==> src/rtl/cp0_exc_unit.sv <==
// Coprocessor-0 for the pipelined MIPS core: SR, Cause, EPC, PRId, Count, Compare.
// Arbitrates interrupts over exceptions next to the M stage and raises req to flush the pipe.
module cp0_exc_unit #(
    parameter int unsigned NUM_HWINT = 6,
    parameter bit          TIMER_EN  = 1'b1,
    parameter logic [31:0] PRID_VAL  = 32'h0000_4A01
) (
    input  logic                 clk,
    input  logic                 reset,
    input  logic                 we,
    input  logic [4:0]           addr,
    input  logic [31:0]          wdata,
    output logic [31:0]          rdata,
    input  logic [31:0]          vpc,
    input  logic                 bd_in,
    input  logic [4:0]           exc_code_in,
    input  logic [NUM_HWINT-1:0] hwint,
    input  logic                 eret,
    output logic                 req,
    output logic [31:0]          epc_out
);

    localparam int unsigned IP_LSB    = 10;
    localparam logic [4:0]  REG_COUNT = 5'd9;
    localparam logic [4:0]  REG_CMP   = 5'd11;
    localparam logic [4:0]  REG_SR    = 5'd12;
    localparam logic [4:0]  REG_CAUSE = 5'd13;
    localparam logic [4:0]  REG_EPC   = 5'd14;
    localparam logic [4:0]  REG_PRID  = 5'd15;

    logic [NUM_HWINT-1:0] im_q, im_d;
    logic [NUM_HWINT-1:0] ip_q, ip_d;
    logic                 exl_q, exl_d;
    logic                 ie_q, ie_d;
    logic                 bd_q, bd_d;
    logic                 ti_q, ti_d;
    logic [4:0]           exc_code_q, exc_code_d;
    logic [31:0]          epc_q, epc_d;
    logic [31:0]          count_q, count_d;
    logic [31:0]          compare_q, compare_d;

    logic [NUM_HWINT-1:0] timer_vec;
    logic                 int_req;
    logic                 exc_req;
    logic                 mtc0;

    // Live interrupt pending vector and interrupt/exception arbitration
    always_comb begin
        timer_vec                = '0;
        timer_vec[NUM_HWINT-1]   = ti_q;
        ip_d    = hwint | timer_vec;
        int_req = (|(ip_d & im_q)) & ie_q & ~exl_q;
        exc_req = (exc_code_in != 5'd0) & ~exl_q;
        req     = int_req | exc_req;
        mtc0    = we & ~req;
    end

    // Next-state for SR/Cause/EPC and the timer
    always_comb begin
        im_d       = im_q;
        exl_d      = exl_q;
        ie_d       = ie_q;
        bd_d       = bd_q;
        exc_code_d = exc_code_q;
        epc_d      = epc_q;
        count_d    = count_q;
        compare_d  = compare_q;
        ti_d       = ti_q;

        if (req) begin
            exl_d      = 1'b1;
            bd_d       = bd_in;
            exc_code_d = int_req ? 5'd0 : exc_code_in;
            epc_d      = bd_in ? 32'(vpc - 32'd4) : vpc;
        end else begin
            if (mtc0 && addr == REG_SR) begin
                im_d  = wdata[IP_LSB +: NUM_HWINT];
                exl_d = wdata[1];
                ie_d  = wdata[0];
            end
            if (mtc0 && addr == REG_EPC) begin
                epc_d = wdata;
            end
            // eret only ever clears EXL, so a stale EXL=0 eret is harmless
            if (eret) begin
                exl_d = 1'b0;
            end
        end

        if (TIMER_EN) begin
            count_d = 32'(count_q + 32'd1);
            if (mtc0 && addr == REG_COUNT) begin
                count_d = wdata;
            end
            if (mtc0 && addr == REG_CMP) begin
                compare_d = wdata;
                ti_d      = 1'b0;
            end else if (count_q == compare_q && compare_q != 32'd0) begin
                ti_d = 1'b1;
            end
        end else begin
            count_d   = '0;
            compare_d = '0;
            ti_d      = 1'b0;
        end
    end

    // Register read mux; reflects pre-edge state only
    always_comb begin
        rdata = '0;
        case (addr)
            REG_COUNT: rdata = count_q;
            REG_CMP:   rdata = compare_q;
            REG_SR: begin
                rdata[IP_LSB +: NUM_HWINT] = im_q;
                rdata[1]                   = exl_q;
                rdata[0]                   = ie_q;
            end
            REG_CAUSE: begin
                rdata[31]                  = bd_q;
                rdata[30]                  = ti_q;
                rdata[IP_LSB +: NUM_HWINT] = ip_q;
                rdata[6:2]                 = exc_code_q;
            end
            REG_EPC:   rdata = epc_q;
            REG_PRID:  rdata = PRID_VAL;
            default:   rdata = '0;
        endcase
    end

    assign epc_out = epc_q;

    // State registers with synchronous active-high reset
    always_ff @(posedge clk) begin
        if (reset) begin
            im_q       <= '0;
            ip_q       <= '0;
            exl_q      <= 1'b0;
            ie_q       <= 1'b0;
            bd_q       <= 1'b0;
            ti_q       <= 1'b0;
            exc_code_q <= '0;
            epc_q      <= '0;
            count_q    <= '0;
            compare_q  <= '0;
        end else begin
            im_q       <= im_d;
            ip_q       <= ip_d;
            exl_q      <= exl_d;
            ie_q       <= ie_d;
            bd_q       <= bd_d;
            ti_q       <= ti_d;
            exc_code_q <= exc_code_d;
            epc_q      <= epc_d;
            count_q    <= count_d;
            compare_q  <= compare_d;
        end
    end

endmodule

==> config.mk <==
export PLATFORM = sky130hd
export DESIGN_NAME = cp0_exc_unit
export DESIGN_NICKNAME = d
export VERILOG_FILES = /design/src/rtl/cp0_exc_unit.sv
export SDC_FILE = /design/constraint.sdc
export NUM_CORES = 1
export LEC_CHECK = 0
export ABC_AREA = 1
export CORE_MARGIN = 2
export CORE_UTILIZATION = 25
export CTS_CLUSTER_DIAMETER = 150
export DETAILED_ROUTE_END_ITERATION = 12
export PLACE_DENSITY = 0.55
export SETUP_SLACK_MARGIN = 0.15
export SYNTH_ARGS = -nofsm -noshare
export SYNTH_HDL_FRONTEND = slang
export SYNTH_SLANG_ARGS = --single-unit
export TNS_END_PERCENT = 10
==> constraint.sdc <==
create_clock -name clk -period 2.4 [get_ports clk]
set_input_delay 0.6 -clock clk [delete_from_list [all_inputs] [get_ports clk]]
set_output_delay 0.6 -clock clk [all_outputs]
set_load 0.03 [all_outputs]
After elaboration in Yosys (flattened, before gate mapping)
Cells that the tools add are included.
- bitwise logic cells: 9
- equality and inequality tests: 7
- add/sub/neg operators: 2
- reductions and logical operators: 12
- mux-type cells: 14
- operators with widths (cell ; count):
    $mux W32 ; 4
    $pmux W14 S3 ; 1
    $pmux W6 S6 ; 1
    $add A32 B1 Y32 const B ; 1
    $eq A32 B32 Y1 ; 1
    $reduce_bool A32 Y1 ; 1
    $sub A32 B3 Y32 const B ; 1
    $eq A5 B4 Y1 const B ; 6
    $pmux W5 S4 ; 1
    $pmux W3 S4 ; 1
    $pmux W2 S5 ; 1
    $pmux W2 S4 ; 1
    $and A6 B6 Y6 ; 1
    $or A6 B6 Y6 ; 1
    $reduce_or A6 Y1 ; 1
    $logic_and A1 B1 Y1 ; 5
    $mux W5 ; 1
    $reduce_bool A5 Y1 ; 1
    $and A1 B1 Y1 ; 4
    $mux W1 ; 3
    $reduce_bool A3 Y1 ; 1
    $not A1 Y1 ; 2
    $reduce_and A2 Y1 ; 1
    $reduce_bool A2 Y1 ; 1
    2 further kinds ; 2
- bits in registers: 117
- bits of input ports: 85
- logic and storage cells: 54
- output and inout port bits: 65

Logic depth before layout (Yosys ltp)
- word-level depth: 12
- gate-level depth with buffers: 14
- mapped depth without buffers: 14

Least setup slack after synthesis
Ideal clock, no wire load.
- path type: input-to-output
- from: in addr[0]
- to: out rdata[1]
- arrival: 1930 ps
- buffers on the path: 2
- data required time: 1800 ps
- stages: 11
- path slack: -130 ps
- cells stage by stage: buf_2 > inv_1 > or2_1 > inv_2 > nand2_2 > inv_2 > buf_2 > nand2_1 > o21ai_0 > a21oi_1 > o21ai_0
- word-level cells in the longest chain between the ends: 2
- elaborated cells on any way between the ends: 6
- those cells by class: 5 x eq/ne; 1 x mux
- RTL lines (item ; line ; text):
    start: declaration ; 11 ; input logic [4:0] addr,
    $eq A5 B4 Y1 ; 111 ; case (addr)
    $pmux W2 S5 * ; 111 ;
    end: declaration ; 13 ; output logic [31:0] rdata,
Every way passes the cells marked *; elsewhere a longest branch is shown, timed or not.

Worst setup path in the final report
- from: in addr[4]
- to: out rdata[4]
- word-level cells in the longest chain between the ends: 2
- elaborated cells on any way between the ends: 5
- those cells by class: 4 x eq/ne; 1 x mux
- RTL lines (item ; line):
    $eq A5 B4 Y1 ; 111
    $pmux W5 S4 * ; 111
Marked as above.

==> reports/metrics.yaml <==
status:
  outcome: "complete, but fails checks"
  violations: "negative setup slack"
logic_synthesis:
  synth.distinct_cells: 35
  yosys_warnings: 0
  synth_area_leader_cell: "dfxtp_1"
  yosysTopAreaCellShare_pct: 30.48
  avgSynthCellArea_um2: 5.971
  ys_ff_latch: 117
  synth_area_leaders: "dfxtp_1, nand2_1, nor2_1"
  ys_seq_area_share_pct: 30.48
  synth_nets: 1374
  syn_inst: 1287
  netlist_area_um2: 7685
routing:
  wl_per_cell_um: 16.86
  totalWireLength_mm: 32.09
  drc: 0
  routed_via_density: 4.649
  dr.first_iter.drc_count: 778
  drtAntennaViolNets: 0
  vias: 8851
  drt_first_pass_iters: 5
setup_path:
  critPathTopFamily: "buffers and inverters"
  critPathMaxStageDelay_ns: 0.16
  start_kind: "primary input"
  cp.arrival_ns: 1.94
  crit_start: "addr[4]"
  timing.rr.start: "count_q[4]"
  cp_num_buf_inv: 7
  slowest_stage: "nor2_4"
  worstSetupPathType: "primary input to primary output"
  worstPathMaxFanout: 6
  cp_data_required_time_ns: 1.80
  path_common_cell: "buf_6"
  worst_setup_path_end_kind: "primary output"
  path_cells: "buf_6 > inv_4 > nand2_4 > buf_6 > nor2_4 > nand2_4 > nor2_4 > buf_6 > buf_12 > buf_16 > a22oi_2 > o221ai_4 > buf_12"
die:
  ios: 150
  die_w_um: 179.3
  die_h_um: 179.3
  start_util_pct: 25.25
  rows: 64
  dieArea_um2: 32160
  core_area_um2: 30430
final_layout:
  final_core_util_pct: 39.12
  drive_above_1_share_pct: 16.51
  diodes: 0
  fin_cells: 1904
  mostFrequentLayoutCells: "nand2_1, nor2_1, inv_1"
  nets: 1585
  final_common_cell: "nand2_1"
  area_growth_pct: 54.92
timing:
  worst_pin_slew_ns: 0.6200
  finalCritPeriodShare_pct: 105.6
  fmax_ghz: 0.3945
  slew_viol_final: 0
  fin_crit_ns: 2.535
  slew_headroom_pct: 58.66
  fin_setup_tns_ns: -2.306
  setup_ws_ns: -0.1352
  finalClockSkew_ns: 0.007946
  report.final.setup_viol: 29
  finalHoldViolCount: 0
  rsz0062_at_grt: "yes"
hold_path:
  hold_path_class: "register to register"
  min_from: "epc_out[27]"
global_routing:
  antenna_found_initial: 0
  grt_pass1_wl_mm: 49.43
  grt_max_degree: 69
  grtUsageTotal_pct: 20.42
  grt-ovfl-total: 0
  grt_pass1_vias: 8619
power_and_ir_drop:
  peakVddDrop_v: 0.0004441
  p_leak_nw: 5.367
  pwr_density_cell_nw_per_um2: 487.8
cts:
  path_clk_slew_ns: 0.06
  numCtsBuffers: 17
  cts_sinks: 117
  clk_latency_ns: 0.42
  htree_levels: 4
  root_buffer: "clkbuf_16"
  clockBufferDepth: 2
  cts_hold_buf: 0
  cts_tree: "done"
placement:
  portBuffers: 149
  place.gp.congestion: 0.9047
  place_hpwl_mm: 25.29
  dp_cells: 1864
job:
  drv_cap: 0
[worst reg2reg max path, stage by stage, from the launching register on]
cell	delay, ns
dfxtp_1	0.43
nand2_1	0.15
nor3_1	0.37
nand2_1	0.25
nor2_1	0.33
xor2_1	0.18
inv_1	0.05
nand2_1	0.06
nand2_1	0.05
nor2_1	0.09
[synth_stat cells]
master	instances
nand3b_1	24
or2_1	1
nand3_2	2
clkbuf_1	27
a21oi_1	40
nand2_4	1
nor2_8	1
nor2_2	2
o21a_1	1
nor3_1	24
ha_1	2
inv_1	145
nand4_1	29
o22ai_1	6
dfxtp_1	117
nor3b_1	2
buf_4	1
o21ai_1	2
buf_6	5
xnor2_1	13
nor2_1	221
buf_2	19
nand2_2	5
o21ai_0	42
inv_2	5
xor2_1	38
nor3_2	1
o221ai_1	21
nor2_4	1
nand3_1	43
a22oi_1	7
o2111ai_1	3
a31oi_1	3
o211ai_1	3
nand2_1	430
[report_power, final]
group	internal (mW)	switching (mW)
combinational	0.447	0.595
sequential	2.03	0.111
clock	1.69	0.936
total	4.17	1.64
[final timing paths]
kind / slack (ns) / endpoint / depth (start not counted)
max: -0.14 / rdata[4] / 13
max reg2reg: 0.37 / count_q[13] / 9
min reg2reg: 0.48 / epc_out[27] / 2
min: 0.48 / epc_out[27] / 2
[final cells by class]
class | count | area, um2
fill | 3195 | 18520
multi-input combinational | 968 | 5156
timing repair buffer | 244 | 2743
sequential | 117 | 2342
inverter | 150 | 573.1
tap | 396 | 495.5
clock buffer | 20 | 466.7
clock inverter | 9 | 128.9
[timing repair]
action                                  CTS  global route
pin swaps                                14            13
endpoints found under the setup margin   53           115
buffers inserted                          7             1
gates cloned                              3             0
resized for setup                        85            34
[metrics by stage]
stage / instance area [um2] / worst slack, ns / hold slack [ns] / power, mW
after floorplan: 8103 / 0.03981 / 0.4404 / 2.599
after global placement: 10830 / -0.5324 / 0.4694 / 3.167
after detailed placement: 10830 / -0.5888 / 0.4711 / 3.167
after CTS: 11790 / -0.1662 / 0.4804 / 5.817
after global routing: 11910 / -0.1892 / 0.4958 / 6.004
final: 11910 / -0.1352 / 0.4801 / 5.807
[flip-flops by register name, summed over array words and instances, names as in the netlist]
signal	cells
epc_out	32
compare_q	32
count_q	32
ie_q	1
ip_q	6
exc_code_q	5
im_q	6
bd_q	1
exl_q	1
ti_q	1
[routing by layer]
metal / track usage, % / routed length [um] / vias to the layer above / part of all wire (%)
li1: - / - / 4473 / -
met1: 27.41 / 14760 / 4033 / 46
met2: 32.65 / 14660 / 289 / 46
met3: 3.584 / 1714 / 56 / 5.3
met4: 7.594 / 964 / 0 / 3.0
met5: 0 / 0 / - / 0
[kinds of logic (layout without fill, tap and decap cells)]
group | count (synthesis) | in the layout | share of synthesized area [%]
AO/OA/AOI/OAI | 128 | 128 | 10.01
XOR/XNOR | 51 | 51 | 5.812
adder cells (fa/ha/maj) | 2 | 2 | 0.3256
buffers and inverters | 202 | 423 | 10.71
flip-flops | 117 | 117 | 30.48
AND/OR/NAND/NOR | 787 | 787 | 42.66
Power figures use the tool's default switching activity.
